## src/rtl/main_gate_truth_table_tester.sv

```systemverilog
// main_gate_truth_table_tester
//   Board-side exerciser for a 2-input gate under test. On start it walks
//   {a,b} through 00,01,10,11 and holds each vector SETTLE+1 cycles. In the
//   last held cycle it compares y against the parameter truth table FUNC.
//   It reports pass/fail, a saturating error count and the first bad vector.
//
//   Optional build macro: GATE_TESTER_LOOP_EN
//     undefined : one sweep per start; done is held until the next start/rst.
//     defined   : sweeps repeat until stop. done/pass pulse once per sweep.
//                 err_cnt accumulates across sweeps.
//
// Parameters
//   FUNC   expected y = FUNC[{a,b}], a is the MSB (4'b1000 = AND)
//   SETTLE extra hold cycles per vector before y is sampled (0 allowed)
//   CNT_W  settle counter width, SETTLE < 2**CNT_W
//
// Ports
//   clk, rst        rising-edge clock, synchronous active-high reset
//   start           begin a sweep; only looked at in IDLE or DONE
//   stop            leave loop mode (loop build only)
//   y               output of the gate under test
//   a, b            gate inputs (a = vector MSB)
//   busy            sweep in progress
//   done, pass      sweep finished / finished with err_cnt == 0
//   err_cnt         mismatching vectors, saturates at 7
//   first_err_vec   {a,b} of the first mismatch, valid with first_err_vld
//   first_err_vld   at least one mismatch seen since the last start
//
// Handshake: start is a level request, not a valid/ready pair. It is
// accepted on any edge where the FSM sits in IDLE or DONE, and is
// ignored while busy. done marks completion and needs no acknowledge.
module main_gate_truth_table_tester #(
  parameter logic [3:0] FUNC   = 4'b1000,
  parameter int         SETTLE = 2,
  parameter int         CNT_W  = 4
) (
  input  logic       clk,
  input  logic       rst,
  input  logic       start,
  input  logic       stop,
  input  logic       y,
  output logic       a,
  output logic       b,
  output logic       busy,
  output logic       done,
  output logic       pass,
  output logic [2:0] err_cnt,
  output logic [1:0] first_err_vec,
  output logic       first_err_vld
);

  typedef enum logic [1:0] {
    ST_IDLE  = 2'd0,
    ST_DRIVE = 2'd1,
    ST_DONE  = 2'd2
  } state_t;

  localparam logic [CNT_W-1:0] SETTLE_C = CNT_W'(SETTLE);

  state_t           state_q, state_d;
  logic [1:0]       vec_q, vec_d;
  logic [CNT_W-1:0] cnt_q, cnt_d;
  logic [2:0]       err_cnt_q, err_cnt_d;
  logic [1:0]       first_err_vec_q, first_err_vec_d;
  logic             first_err_vld_q, first_err_vld_d;
  logic             last_cycle;
  logic             mismatch;

`ifdef GATE_TESTER_LOOP_EN
  logic             done_pulse_q, done_pulse_d;
`else
  logic             unused_stop;
  assign unused_stop = stop;
`endif

  // The compare happens only in the final held cycle of a vector, so any
  // glitch on y between compare cycles is invisible.
  assign last_cycle = (cnt_q == SETTLE_C);
  assign mismatch   = (state_q == ST_DRIVE) && last_cycle && (y != FUNC[vec_q]);

  always_comb begin
    state_d         = state_q;
    vec_d           = vec_q;
    cnt_d           = cnt_q;
    err_cnt_d       = err_cnt_q;
    first_err_vec_d = first_err_vec_q;
    first_err_vld_d = first_err_vld_q;
`ifdef GATE_TESTER_LOOP_EN
    done_pulse_d    = 1'b0;
`endif

    case (state_q)
      ST_IDLE, ST_DONE: begin
        if (start) begin
          state_d         = ST_DRIVE;
          vec_d           = 2'd0;
          cnt_d           = '0;
          err_cnt_d       = 3'd0;
          first_err_vec_d = 2'd0;
          first_err_vld_d = 1'b0;
        end
      end

      ST_DRIVE: begin
        if (last_cycle) begin
          cnt_d = '0;
          if (mismatch) begin
            if (err_cnt_q != 3'd7) err_cnt_d = err_cnt_q + 3'd1;
            if (!first_err_vld_q) begin
              first_err_vec_d = vec_q;
              first_err_vld_d = 1'b1;
            end
          end
          if (vec_q == 2'd3) begin
            vec_d = 2'd0;
`ifdef GATE_TESTER_LOOP_EN
            done_pulse_d = 1'b1;
`else
            state_d = ST_DONE;
`endif
          end else begin
            vec_d = vec_q + 2'd1;
          end
        end else begin
          cnt_d = cnt_q + 1'b1;
        end
`ifdef GATE_TESTER_LOOP_EN
        // stop overrides the sweep position but keeps the counts.
        if (stop) begin
          state_d      = ST_IDLE;
          vec_d        = 2'd0;
          cnt_d        = '0;
          done_pulse_d = 1'b0;
        end
`endif
      end

      default: state_d = ST_IDLE;
    endcase
  end

  always_ff @(posedge clk) begin
    if (rst) begin
      state_q         <= ST_IDLE;
      vec_q           <= 2'd0;
      cnt_q           <= '0;
      err_cnt_q       <= 3'd0;
      first_err_vec_q <= 2'd0;
      first_err_vld_q <= 1'b0;
`ifdef GATE_TESTER_LOOP_EN
      done_pulse_q    <= 1'b0;
`endif
    end else begin
      state_q         <= state_d;
      vec_q           <= vec_d;
      cnt_q           <= cnt_d;
      err_cnt_q       <= err_cnt_d;
      first_err_vec_q <= first_err_vec_d;
      first_err_vld_q <= first_err_vld_d;
`ifdef GATE_TESTER_LOOP_EN
      done_pulse_q    <= done_pulse_d;
`endif
    end
  end

  // Gate inputs are forced to 00 outside DRIVE.
  assign a    = (state_q == ST_DRIVE) && vec_q[1];
  assign b    = (state_q == ST_DRIVE) && vec_q[0];
  assign busy = (state_q == ST_DRIVE);
`ifdef GATE_TESTER_LOOP_EN
  assign done = done_pulse_q;
`else
  assign done = (state_q == ST_DONE);
`endif
  assign pass          = done && (err_cnt_q == 3'd0);
  assign err_cnt       = err_cnt_q;
  assign first_err_vec = first_err_vec_q;
  assign first_err_vld = first_err_vld_q;

endmodule
```

## config.mk

```make
export PLATFORM = sky130hd
export DESIGN_NAME = main_gate_truth_table_tester
export DESIGN_NICKNAME = d
export VERILOG_FILES = /design/src/rtl/main_gate_truth_table_tester.sv
export SDC_FILE = /design/constraint.sdc
export NUM_CORES = 1
export LEC_CHECK = 0
export ABC_CLOCK_PERIOD_IN_PS = 2680
export BUFFER_PORTS_ARGS = -buffer_cell sky130_fd_sc_hd__buf_2
export CORE_MARGIN = 2
export CORE_UTILIZATION = 39
export CTS_CLUSTER_SIZE = 30
export DETAILED_ROUTE_END_ITERATION = 8
export PLACE_DENSITY = 0.58
export SLEW_MARGIN = 20
export SYNTH_ARGS = -nofsm -noshare
export SYNTH_HDL_FRONTEND = slang
export SYNTH_SLANG_ARGS = --single-unit
```

## constraint.sdc

```tcl
create_clock -name clk -period 2.68 [get_ports clk]
set_input_delay 0.536 -clock clk [delete_from_list [all_inputs] [get_ports clk]]
set_output_delay 0.536 -clock clk [all_outputs]
set_load 0.01 [all_outputs]
```

# Word-level counts from Yosys, hierarchy flattened

Index checks and enable logic that the tools add are counted.
Widths: inputs -> output; s select.

Output and inout port bits: 11
Input port bits: 5
Register bits: 14
Word-level logic and storage cells: 63

Reductions and logical operators: 15
Magnitude comparators: 1
Equality and inequality tests: 12
Muxes and demuxes: 26
Add/subtract/negate cells: 3

Operator list:

| kind                | number |
|---|---|
| $mux 2              | 9 |
| $mux 3              | 4 |
| $pmux 2 s2          | 3 |
| $reduce_and 5->1    | 2 |
| $mux 4              | 2 |
| $ne 2x1->1 const B  | 4 |
| $pmux 4 s2          | 1 |
| $pmux 3 s2          | 1 |
| $reduce_and 3->1    | 2 |
| $logic_and 1x1->1   | 5 |
| $add 4x1->4 const B | 1 |
| $eq 2x2->1 const B  | 2 |
| $eq 4x2->1 const B  | 1 |
| $mux 1              | 4 |
| $ne 2x2->1 const B  | 2 |
| $reduce_and 4->1    | 1 |
| $add 3x1->3 const B | 1 |
| $logic_not 3->1     | 1 |
| $lt 2x3->1 const B  | 1 |
| $ne 3x3->1 const B  | 1 |
| $add 2x1->2 const B | 1 |
| $bmux 1 s2          | 1 |
| $eq 2x1->1 const B  | 1 |
| $logic_not 2->1     | 1 |
| 5 further kinds     | 5 |

# Depth between registers and ports, before layout

Depth in word-level cells: 7
Gate-level depth with buffers: 6

# Worst setup path after synthesis

Ideal clock, no wire load.

Kind: reg2reg
Start: register cnt_q[0]
End: register err_cnt_q[2] (netlist: err_cnt[2])
Required time: 2.565 ns
Cell stages (with the launch flop): 7
Path buffers: 0
Arrival time: 1.353 ns
Slack: 1.212 ns
Library setup time: 0.115 ns
Cells stage by stage: dfxtp_1 > inv_1 > ha_1 > or3b_4 > o21ai_4 > a21boi_0 > o21a_1

Cells in the longest elaborated chain, start to end: 5
Elaborated cells on any way between the ends: 6

RTL lines:

| element                        | RTL line | RTL |
|---|---|---|
| from (decl)                    | 62       | `logic [CNT_W-1:0] cnt_q, cnt_d;` |
| from (signal assigned)         | 156      | `cnt_q <= cnt_d;` |
| $eq 4x2->1 (*)                 | 78       | `assign last_cycle = (cnt_q == SETTLE_C);` |
| $logic_and 1x1->1 (2 in a row) | 79       | `assign mismatch = (state_q == ST_DRIVE) && last_cycle && (y != FUNC[vec_q]);` |
| $ne 2x1->1 (no line)           | n/a      |  |
| $reduce_and 5->1 (no line) (*) | n/a      |  |
| to (signal assigned)           | 157      | `err_cnt_q <= err_cnt_d;` |
| to (decl)                      | 63       | `logic [2:0] err_cnt_q, err_cnt_d;` |

Mark *: on every way between the ends. The rest lies on a longest branch, timed or not.
A chain may end at the register's enable or synchronous reset.

# Final worst setup path

Start: register state_q[1]
End: output b

Cells in the longest elaborated chain, start to end: 2

RTL lines:

| element                | RTL line | RTL |
|---|---|---|
| from (decl)            | 60       | `state_t state_q, state_d;` |
| from (signal assigned) | 154      | `state_q <= state_d;` |
| $eq 2x1->1             | 168      | `assign b = (state_q == ST_DRIVE) && vec_q[0];` |
| $logic_and 1x1->1      | 168      |  |
| to (decl)              | 43       | `output logic b,` |

Every way passes these cells.

==> results.py <==
metrics = {
    "timing": {
        "drv_slew": 0,
        "finalHoldViolations": 0,
        "relSlewSlack_pct": 68.2,
        "setup_ws_ns": 0.557,
        "rsz0062_at_grt": "false",
        "setup_tns_ns": 0,
        "setup_viol": 0,
        "fin_skew_ns": 0.0107,
        "fin_crit_sh_pct": 79.2,
        "worst_pin_slew_ns": 0.477,
        "period_needed_ns": 2.12,
        "fmax_mhz": 471,
    },
    "detailed_routing": {
        "via_per_inst": 5.14,
        "wirelength_um": 1530,
        "remaining_drc_errors": 0,
        "drtAntennaViolNets": 0,
        "vias": 668,
        "wl_per_cell_um": 11.8,
        "drt_pre_antenna_iters": 4,
        "drt_iter0_drc": 10,
    },
    "clocking": {
        "h-tree-depth": 1,
        "cts_buffers": 3,
        "cts-root-buf": "clkbuf_4",
        "post_cts_buffers": 0,
        "clockBufferDepth": 2,
        "clock_sinks": 14,
        "clkTransAtPathRegs_ns": 0.08,
        "cts_tree": "done",
        "clock_latency_ns": 0.28,
        "cts_hold_buf": 0,
        "cts_resized": 0,
    },
    "grt": {
        "grt_pass1_wl_um": 2680,
        "grt_start_max_net_pins": 13,
        "antenna_found_initial": 0,
        "overflow": 0,
        "grt_pass1_vias": 613,
        "grt.total_usage_pct": 14.2,
    },
    "floorplanning": {
        "die_w_um": 49.2,
        "die_area_mm2": 0.00242,
        "die_y_um": 49.2,
        "coreArea_mm2": 0.00194,
        "rows": 16,
        "initial_core_util_pct": 41.0,
        "top_level_ports": 16,
    },
    "layout": {
        "finalNetCount": 115,
        "area_delta_synth_final_pct": 15.5,
        "n_fill_cell": 197,
        "final_area_um2": 921,
        "antennaDiodeCount": 0,
        "drive_above_1_share_pct": 24.3,
    },
    "worst_setup_path": {
        "cp_data_arrival_time_ns": 1.59,
        "path_cells": "nand2b_1 > clkinv_4 > and2_1 > buf_2",
        "worst_setup_path_end_kind": "output pin",
        "critPathBufInv": 2,
        "cp_slowest_stage_delay_ns": 0.43,
        "cp_slowest_cell": "nand2b_1",
        "worstSetupPathType": "register to output pin",
        "critPathLaunchType": "register",
        "critical_path.top_delay_family": "simple AND/OR/NAND/NOR gates",
        "required_ns": 2.14,
        "regToRegSetupSlack_ns": 1.07,
        "cp_max_fo": 9,
    },
    "synthesis": {
        "postSynthAreaPerCell_um2": 9.16,
        "syn_inst": 87,
        "yosysWarnings": 0,
        "synth_nets": 98,
        "ys_ff_latch": 14,
        "ys_seq_area_share_pct": 35.2,
        "synth.distinct_cells": 36,
        "syn-cell-area_um2": 797,
    },
    "power_and_ir_drop": {
        "p_leak_uw": 0.000439,
        "ir_drop_v": 0.000258,
        "power_density_mw_per_mm2": 451,
    },
    "placed_design": {
        "io_buffers": 14,
        "place_congestion": 0.757,
        "dpl_cell_area_um2": 885,
        "place_ws_ns": 0.873,
        "place_hpwl_um": 1160,
    },
    "min_path": {
        "hold_path_class": "register to register",
    },
    "status": {
        "status": "completed",
    },
    "job": {
        "drv_cap": 0,
    },
}
[registers in the layout (all words and copies together) (netlist names)]
name,count
cnt_q,4
err_cnt,3
first_err_vec,2
first_err_vld,1
state_q,2
vec_q,2
[kinds of logic (layout without fill, tap and decap cells)]
family,Yosys count,after routing,synth area share (%)
and+or+nand+nor,36,36,27.6
AOI/OAI and AO/OA,21,21,19.0
DFF,14,14,35.2
buffers and inverters,8,24,5.49
adders and majority gates,6,6,9.42
xor gates and xnor gates,1,1,2.04
muxes,1,1,1.26
[synth_stat cells]
| library cell | number | share of area [%] |
|---|---|---|
| and3b_1 | 1 | 1.1 |
| nor3_1 | 6 | 3.8 |
| a31oi_1 | 1 | 0.79 |
| and2b_1 | 1 | 0.94 |
| a21boi_0 | 1 | 0.94 |
| clkinv_4 | 1 | 1.1 |
| o21ai_0 | 3 | 1.9 |
| or3b_4 | 1 | 1.4 |
| mux2i_1 | 1 | 1.3 |
| or3_1 | 1 | 0.79 |
| buf_6 | 1 | 1.4 |
| nor4_2 | 1 | 1.6 |
| o211a_1 | 1 | 1.3 |
| nand3_1 | 1 | 0.63 |
| buf_2 | 1 | 0.63 |
| nand2_1 | 2 | 0.94 |
| a21oi_1 | 6 | 3.8 |
| o21ai_4 | 1 | 2.0 |
| o32ai_1 | 1 | 1.1 |
| nor2_1 | 10 | 4.7 |
| o31ai_1 | 1 | 0.94 |
| nand4_1 | 2 | 1.6 |
| a311oi_1 | 1 | 1.1 |
| nor3b_4 | 1 | 2.4 |
| ha_1 | 6 | 9.4 |
| dfxtp_1 | 14 | 35 |
| nand2_4 | 1 | 1.4 |
| and2_1 | 3 | 2.4 |
| nand3b_1 | 1 | 0.94 |
| inv_1 | 5 | 2.4 |
| and3_1 | 2 | 1.6 |
| xnor2_2 | 1 | 2.0 |
| a32oi_1 | 1 | 1.1 |
| o21a_1 | 2 | 1.9 |
| nand2b_1 | 2 | 1.6 |
| a22o_1 | 2 | 2.2 |
[report_power, final]
group / total [µW] / internal [µW] / switching (µW)
logic: 46.1 / 16.0 / 30.1
registers: 217 / 212 / 5.17
clock network: 152 / 82.6 / 69.4
total: 415 / 310 / 105
[metal layers]
layer | wire length, µm | GRT usage, % | up-vias
li1 | - | - | 347
met1 | 775 | 19.5 | 306
met2 | 678 | 20.9 | 11
met3 | 51 | 2.15 | 4
met4 | 29 | 8.57 | 0
met5 | 0 | 0 | -
[cells in the final DEF (no fill, tap or decap), drive strengths merged, types with 3 or more instances in the layout]
cell / count
nand2: 3
buf: 14
dfxtp: 14
nor2: 10
ha: 6
nor3: 6
a21oi: 6
inv: 5
o21ai: 4
and2: 3
clkbuf: 4
[per-stage QoR]
stage	utilization, %	total power (µW)	hold slack [ns]	cells
after global routing	47.4	442	0.505	130
after global placement	45.6	268	0.455	126
final	47.4	415	0.476	130
after floorplan	-	258	0.477	87
after CTS	47.4	421	0.483	130
after detailed placement	45.6	267	0.457	126
[path summary, 6_finish.rpt]
path         depth (start not counted)              from          endpoint
max                                  4        state_q[1]                 b
min                                  1  first_err_vec[0]  first_err_vec[0]
max reg2reg                          6          cnt_q[0]  first_err_vec[1]
min reg2reg                          1  first_err_vec[0]  first_err_vec[0]
[cell type report]
type | instances | area, µm² | area share (%)
multi-input combinational | 65 | 473 | 51.4
sequential | 14 | 280 | 30.4
timing repair buffer | 14 | 70.1 | 7.61
clock buffer | 4 | 36.3 | 3.94
tap | 27 | 33.8 | 3.67
inverter | 6 | 27.5 | 2.99
Note: power is estimated with default switching activity, not from simulation.
